$ cat src/rtl/dma_pkg.sv
// Shared types and helpers for the DMA priority resolver.
package dma_pkg;

  typedef enum logic [1:0] {
    IDLE   = 2'd0,
    REQ    = 2'd1,
    ACTIVE = 2'd2
  } resolverState_t;

  localparam int unsigned MAX_CHANNELS = 8;

  // Rotating pointer after channel k completes: k+1 wraps to 0 at n.
  function automatic int unsigned nextPointer(input int unsigned k, input int unsigned n);
    return ((k + 32'd1) >= n) ? 32'd0 : (k + 32'd1);
  endfunction

endpackage

$ cat src/rtl/dma_rotating_arbiter.sv
// Combinational rotating-priority picker: lowest set request at or after ptr_i wins.
module dma_rotating_arbiter #(
  parameter int unsigned N    = 4,
  parameter int unsigned CH_W = $clog2(N)
) (
  input  logic [N-1:0]    req_i,
  input  logic [CH_W-1:0] ptr_i,
  output logic [CH_W-1:0] winner_o,
  output logic            valid_o
);

  localparam logic [CH_W:0] N_W = (CH_W+1)'(N);

  logic [N-1:0]    rot;
  logic [CH_W-1:0] offset;
  logic [CH_W:0]   sum;

  // Rotate the doubled vector so ptr_i lands at bit 0, encode, then rotate the index back.
  always_comb begin
    rot    = N'({req_i, req_i} >> ptr_i);
    offset = '0;
    for (int i = int'(N) - 1; i >= 0; i--) begin
      if (rot[i]) offset = CH_W'(i);
    end
    sum = {1'b0, ptr_i} + {1'b0, offset};
    if (sum >= N_W) sum = sum - N_W;
    winner_o = sum[CH_W-1:0];
    valid_o  = |req_i;
  end

endmodule

$ cat src/rtl/dma_priority_resolver.sv
// N-channel DMA request resolver: samples requests, arbitrates fixed/rotating,
// raises hrq and drives one-hot dack under timing-and-control strobes.
module dma_priority_resolver
  import dma_pkg::*;
#(
  parameter int unsigned NUM_CHANNELS = 4,
  parameter int unsigned CH_W         = $clog2(NUM_CHANNELS)
) (
  input  logic                    CLK,
  input  logic                    RESET,
  input  logic [NUM_CHANNELS-1:0] dreq,
  input  logic                    dreqSenseLow,
  input  logic                    dackSenseHigh,
  input  logic                    rotatingPriority,
  input  logic                    controllerDisable,
  input  logic [NUM_CHANNELS-1:0] maskReg,
  input  logic [NUM_CHANNELS-1:0] swReqSet,
  input  logic                    assertDACK,
  input  logic                    deassertDACK,
  input  logic                    intEOP,
  output logic                    hrq,
  output logic [NUM_CHANNELS-1:0] dack,
  output logic [CH_W-1:0]         activeChannel,
  output logic                    channelValid,
  output logic [NUM_CHANNELS-1:0] swReq
);

  localparam int unsigned N = NUM_CHANNELS;

  resolverState_t  state_q;
  logic [N-1:0]    req_q;
  logic [N-1:0]    sw_req_q;
  logic [N-1:0]    sw_req_d;
  logic [N-1:0]    dack_q;
  logic [CH_W-1:0] active_q;
  logic [CH_W-1:0] ptr_q;
  logic            valid_q;
  logic            hrq_q;

  logic [N-1:0]    eff_req;
  logic [CH_W-1:0] arb_ptr;
  logic [CH_W-1:0] arb_winner;
  logic            arb_valid;

  assign eff_req = req_q & ~maskReg;
  assign arb_ptr = rotatingPriority ? ptr_q : '0;

  dma_rotating_arbiter #(
    .N    (N),
    .CH_W (CH_W)
  ) u_arbiter (
    .req_i    (eff_req),
    .ptr_i    (arb_ptr),
    .winner_o (arb_winner),
    .valid_o  (arb_valid)
  );

  // Software requests: intEOP clears the active bit, a same-cycle set wins.
  always_comb begin
    sw_req_d = sw_req_q;
    if (intEOP && valid_q) sw_req_d[active_q] = 1'b0;
    sw_req_d = sw_req_d | swReqSet;
  end

  always_ff @(posedge CLK) begin
    if (RESET) begin
      state_q  <= IDLE;
      req_q    <= '0;
      sw_req_q <= '0;
      dack_q   <= '0;
      active_q <= '0;
      ptr_q    <= '0;
      valid_q  <= 1'b0;
      hrq_q    <= 1'b0;
    end else begin
      req_q    <= (dreq ^ {N{dreqSenseLow}}) | sw_req_q;
      sw_req_q <= sw_req_d;
      case (state_q)
        IDLE: begin
          if (arb_valid && !controllerDisable) begin
            state_q  <= REQ;
            active_q <= arb_winner;
            valid_q  <= 1'b1;
            hrq_q    <= 1'b1;
          end
        end
        REQ: begin
          // assertDACK takes precedence over a withdrawn request.
          if (assertDACK) begin
            state_q <= ACTIVE;
            dack_q  <= N'(1) << active_q;
          end else if (!eff_req[active_q]) begin
            state_q <= IDLE;
            valid_q <= 1'b0;
            hrq_q   <= 1'b0;
          end
        end
        ACTIVE: begin
          if (deassertDACK) begin
            state_q <= IDLE;
            dack_q  <= '0;
            valid_q <= 1'b0;
            hrq_q   <= 1'b0;
            ptr_q   <= CH_W'(nextPointer(32'(active_q), N));
          end
        end
        default: state_q <= IDLE;
      endcase
    end
  end

  assign hrq           = hrq_q;
  assign dack          = dack_q ^ {N{~dackSenseHigh}};
  assign activeChannel = active_q;
  assign channelValid  = valid_q;
  assign swReq         = sw_req_q;

endmodule

$ cat config.mk
export PLATFORM = sky130hd
export DESIGN_NAME = dma_priority_resolver
export DESIGN_NICKNAME = d
export VERILOG_FILES = /design/src/rtl/dma_pkg.sv /design/src/rtl/dma_rotating_arbiter.sv /design/src/rtl/dma_priority_resolver.sv
export SDC_FILE = /design/constraint.sdc
export NUM_CORES = 1
export LEC_CHECK = 0
export CAP_MARGIN = 20
export CORE_AREA = 5 5 55 57
export CTS_CLUSTER_DIAMETER = 100
export DETAILED_ROUTE_END_ITERATION = 10
export DIE_AREA = 0 0 60 62
export PLACE_DENSITY = 0.85
export SLEW_MARGIN = 20
export SYNTH_ARGS = -nofsm -noshare
export SYNTH_HDL_FRONTEND = slang
export SYNTH_SLANG_ARGS = --single-unit
export TNS_END_PERCENT = 30
$ cat constraint.sdc
create_clock -name CLK -period 2.2 [get_ports CLK]
set_clock_uncertainty 0.15 [all_clocks]
set_input_delay 0.44 -clock CLK [delete_from_list [all_inputs] [get_ports CLK]]
set_output_delay 0.44 -clock CLK [all_outputs]
set_load 0.03 [all_outputs]
* After elaboration in Yosys (flattened, before gate mapping) *
Cells that the tools add are included.

word-level totals
  flip-flop bits (word level) = 19
  output and inout bits = 12
  logic and storage cells = 71
  bits of input ports = 21

operators by class
  add/sub/neg operators = 3
  reduce and logical (&&, ||, !) cells = 13
  $lt $le $gt $ge = 4
  mux-type cells = 25
  equality and inequality tests = 8
  shift operators = 2
  bitwise gates (word level) = 9

operator list
  kind                                                count
  two-way mux 2 bit                                   11
  two-way mux 4 bit                                   3
  != test 2 bit, second input constant                5
  AND 4 bit                                           2
  inverter 4 bit                                      2
  OR 4 bit                                            2
  case mux 4 bit (2 select lines)                     1
  >> shifter 8 x 2 -> 4 bit                           1
  bitwise XOR 4 bit                                   2
  >= comparator 3 bit, second input constant          2
  two-way mux 1 bit                                   6
  case mux 2 bit (3 select lines)                     1
  AND reduction 3 bit                                 2
  AND reduction 5 bit                                 1
  AND reduction 2 bit                                 2
  OR reduction 4 bit                                  1
  << shifter 1 x 2 -> 4 bit, first input constant     1
  adder 2 x 1 -> 3 bit, second input constant         1
  adder 2 x 2 -> 3 bit                                1
  logical AND 1 bit                                   3
  < comparator 2 x 3 -> 1 bit, second input constant  1
  != test 3 bit, second input constant                1
  case mux 1 bit (3 select lines)                     1
  nonzero test 3 bit                                  1
  other kinds (10)                                    10

* Logic depth before layout (Yosys ltp) *
Gate-level depths: netlist of the first run.

  word-level depth = 10
  gate-level depth with buffers = 7
  mapped depth without buffers = 7

* Cells and area by module *
Synthesis of the first run repeated with hierarchy kept, for this count alone.

second synthesis, totals
  cells, all modules = 137
  area total of the unflattened synthesis = 1159.9 um^2

by module, submodules not included
  module                 area each (um^2)  sequential area each (um^2)  cells each  instances
  dma_priority_resolver  980.9             380.4                        110         1
  dma_rotating_arbiter   178.9             0.0                          27          1

* Worst setup path before layout of the first run *
OpenSTA, ideal clock, no wires.

  kind = register to register
  from = register active_q[0], in the netlist activeChannel[0]
  to = register state_q[0]
  arrival time = 1.612 ns
  library setup time = 0.128 ns
  period minus slack after synthesis = 1.889 ns
  cell stages (with the launch flop) = 6
  required time = 1.922 ns
  path slack = 0.311 ns
  path buffers = 0
  cells stage by stage = dfxtp_1 -> inv_2 -> mux4_2 -> a221oi_2 -> mux2i_1 -> nor2_1

on the way
  word-level cells in the longest chain between the ends = 4

RTL lines
  item                                     RTL line                      source
  start, declared                          dma_priority_resolver.sv:35   logic [CH_W-1:0] active_q;
  start signal, assigned                   dma_priority_resolver.sv:82   active_q <= arb_winner;
  binary-select mux 1 bit (select 2 bit)   dma_priority_resolver.sv:92   end else if (!eff_req[active_q]) begin
  two-way mux 1 bit (implied by the code)  dma_priority_resolver.sv:92
  != test 3 bit (no line)                  -
  AND reduction 3 bit (no line)            -
  end signal, assigned                     dma_priority_resolver.sv:90   state_q <= ACTIVE;
  end signal, assigned                     dma_priority_resolver.sv:93   state_q <= IDLE;
  end signal, assigned                     dma_priority_resolver.sv:100  state_q <= IDLE;
  end, declared                            dma_priority_resolver.sv:30   resolverState_t state_q;

No other way between the ends. The select of a mux whose other input is x is not followed.
A chain may end at the register's enable or synchronous reset.

==> out/metrics.yaml, run 1 <==
outcome:
  status: "finished, final reports clean"
yosys:
  synth.top_cells.by_count: "nor2_1 (21), dfxtp_1 (19), a21oi_1 (11)"
  synthTopCellsByArea: "dfxtp_1 (35%), ha_1 (9.2%), nor2_1 (7.3%), a21oi_1 (5.1%), nor2b_4 (3.8%)"
  synthCells: 124
  synth_warnings: 0
  seq_area_frac_synth: 0.351
  synth.most_common_cell: "nor2_1"
  synthesis.area_um2: 1080
  syn_nets: 153
  synth_cell_types: 36
  ys_ff_latch: 19
  avgSynthCellArea_um2: 8.74
  synth_top_cell_area_share: 0.351
  synth_flop_cell: "dfxtp_1"
  synth_top_cell_by_area: "dfxtp_1"
  async_flop_share: 0
  synth_edf_count: 0
timing:
  finalSetupViolCount: 0
  setup_tns_ns: 0
  drv_slew: 0
  slew_headroom: 0.631
  finalCritPeriodShare: 0.964
  tightest_slew_ns: 0.552
  fmax_mhz: 472
  rsz0062_at_grt: "no"
  min_period_ns: 2.12
  final-hold-violation-count: 0
clocking:
  cts_hold_buffers: 0
  cts.root.buffer_cell: "clkbuf_4"
  ctsLongestPathBuffers: 2
  cts_tree: "done"
  clkSinkCount: 19
  clk_latency_ns: 0.30
  cts-resized-gates: 0
  cts_setup_buffers: 0
  clkSlewWorstSetupHoldPaths_ns: 0.11
  h-tree-depth: 1
  cts_inserted_buffers: 3
hold_path:
  min_path_type: "reg2reg"
  hold_path.startpoint: "swReq[1]"
  hold_end: "req_q[1]"
  holdPathStages: 2
worst_setup_path:
  startpoint_type: "flip-flop"
  crit_arrival_ns: 1.53
  reg2reg_to: "state_q[0]"
  worst_r2r_startpoint: "activeChannel[0]"
  cpPeakStageDelay_ns: 0.73
  rrSetupSlack_ns: 0.32
  critical_path_class: "reg2out"
  crit_family: "buffers and inverters"
  crit_fanout: 7
  r2r_cells: 5
  crit_required_ns: 1.61
  cp-end-kind: "output pin"
  cp_slowest_cell: "clkdlybuf4s50_1"
  path_cells: "clkdlybuf4s50_1"
  critPathBufInv: 1
power_and_ir_drop:
  power_density_nw_per_um2: 635
  ir_worst_vdd_mv: 0.458
  leakage_nw: 0.590
die:
  ios: 33
  rows: 18
  die_y_um: 62
  start_util: 0.445
  die_area_um2: 3720
  die_w_um: 60
  core-area_um2: 2430
grt:
  grt_pass1_wl_um: 4310
  grt_max_degree: 16
  antenna_found_initial: 0
  grt_util_met1: 0.165
  first_global_vias: 1034
  grt_busiest_layer: "met2"
  overflow: 0
  met2_usage: 0.289
  grt_usage: 0.152
  grt_use_met3: 0.0269
routing:
  ant_nets: 0
  post-route-drc-count: 0
  vias: 1045
  via_per_inst: 5.39
  wl_per_cell_um: 14.3
  drtPass1Iterations: 4
  drt_iter0_markers: 28
  wl_um: 2770
layout:
  multiInputGateArea_um2: 658
  layout-drive-gt1-share: 0.140
  post-route-util: 0.617
  antenna_cells: 0
  area_growth_pct: 38.5
  regArea_um2: 380
  final_nets: 194
  num-fill-cells: 214
placed_design:
  port_buffers: 32
  dp_hpwl_um: 2270
  gp_congestion: 0.860
flow_run:
  cap_violations: 0
==> layout by cell type, fill, tap and decap left out, types with 4 or more instances in the layout <==
master | Yosys | routed
clkdlybuf4s50_1 | 0 | 28
nor2_1 | 21 | 21
dfxtp_1 | 19 | 19
buf_4 | 1 | 12
a21oi_1 | 11 | 11
ha_1 | 8 | 8
inv_1 | 6 | 6
nand3_1 | 6 | 6
nand2_1 | 5 | 5
xnor2_1 | 4 | 4
a22oi_1 | 4 | 4
xor2_1 | 4 | 4
==> how the worst max path moves through the flow <==
stage | start | to | slack [ns] | cells after the start
2_1_floorplan | activeChannel[0] | state_q[0] | 0.31 | 5
3_3_place_gp | maskReg[1] | state_q[0] | -0.10 | 6
3_5_place_dp | maskReg[1] | state_q[0] | -0.15 | 6
5_1_grt | hrq | channelValid | 0.01 | 1
4_1_cts | hrq | channelValid | 0.06 | 1
6_report | hrq | channelValid | 0.08 | 1
==> where the power goes <==
part           total (mW)  switching [mW]  internal [mW]
registers           0.410          0.0349          0.375
logic               0.363           0.189          0.174
clock network       0.180           0.112         0.0678
==> logic make-up (layout without fill, tap and decap cells) <==
logic type | count (synthesis) | in the layout | share of synthesized area
xor gates and xnor gates | 8 | 8 | 0.0647
AOI/OAI and AO/OA | 31 | 31 | 0.204
muxes | 2 | 2 | 0.0300
and+or+nand+nor | 45 | 45 | 0.216
DFF | 19 | 19 | 0.351
buffers and inverters | 11 | 51 | 0.0416
adders and majority gates | 8 | 8 | 0.0924
==> stage by stage <==
step	power [mW]	setup WS [ns]	hold slack [ns]	cells	cell area, um2
2_1_floorplan	0.633	0.311	0.337	124	1080
3_3_place_gp	0.762	-0.103	0.344	190	1470
3_5_place_dp	0.780	-0.154	0.345	190	1470
4_1_cts	0.958	0.0637	0.362	194	1500
5_1_grt	1.00	0.0133	0.400	194	1500
6_report	0.953	0.0796	0.360	194	1500
==> tightest hold or removal path, cell delays in order (launching register included) <==
cell and delay, ns:
dfxtp_1 0.34, nor2_1 0.10, nor2_1 0.04
==> final cells by class <==
type | count | area share
Timing Repair Buffer | 40 | 0.247
Clock buffer | 3 | 0.0150
Tap cell | 30 | 0.0250
Multi-Input combinational cell | 94 | 0.439
Sequential cell | 19 | 0.254
Inverter | 7 | 0.0175
Clock inverter | 1 | 0.00334
==> registers in the layout (all words and copies together) (netlist names) <==
name / count
swReq: 4
req_q: 4
state_q: 2
activeChannel: 2
ptr_q: 2
hrq: 1
dack_q: 4
==> layer usage <==
layer  vias up  part of all wire
li1        516                 -
met1       491              0.40
met2        33              0.52
met3         5             0.064
met4         0             0.018
met5         -                 0
No activity file was read; power rests on OpenSTA's default activity.
==> run 2: changes to the inputs <==
--- a/config.mk
+++ b/config.mk
@@ -11,7 +11,6 @@
 export DETAILED_ROUTE_END_ITERATION = 10
 export DIE_AREA = 0 0 60 62
 export PLACE_DENSITY = 0.85
-export SLEW_MARGIN = 20
 export SYNTH_ARGS = -nofsm -noshare
 export SYNTH_HDL_FRONTEND = slang
 export SYNTH_SLANG_ARGS = --single-unit
==> results of run 2 <==
Final layout, timing and power as in run 1 (identical DEF).
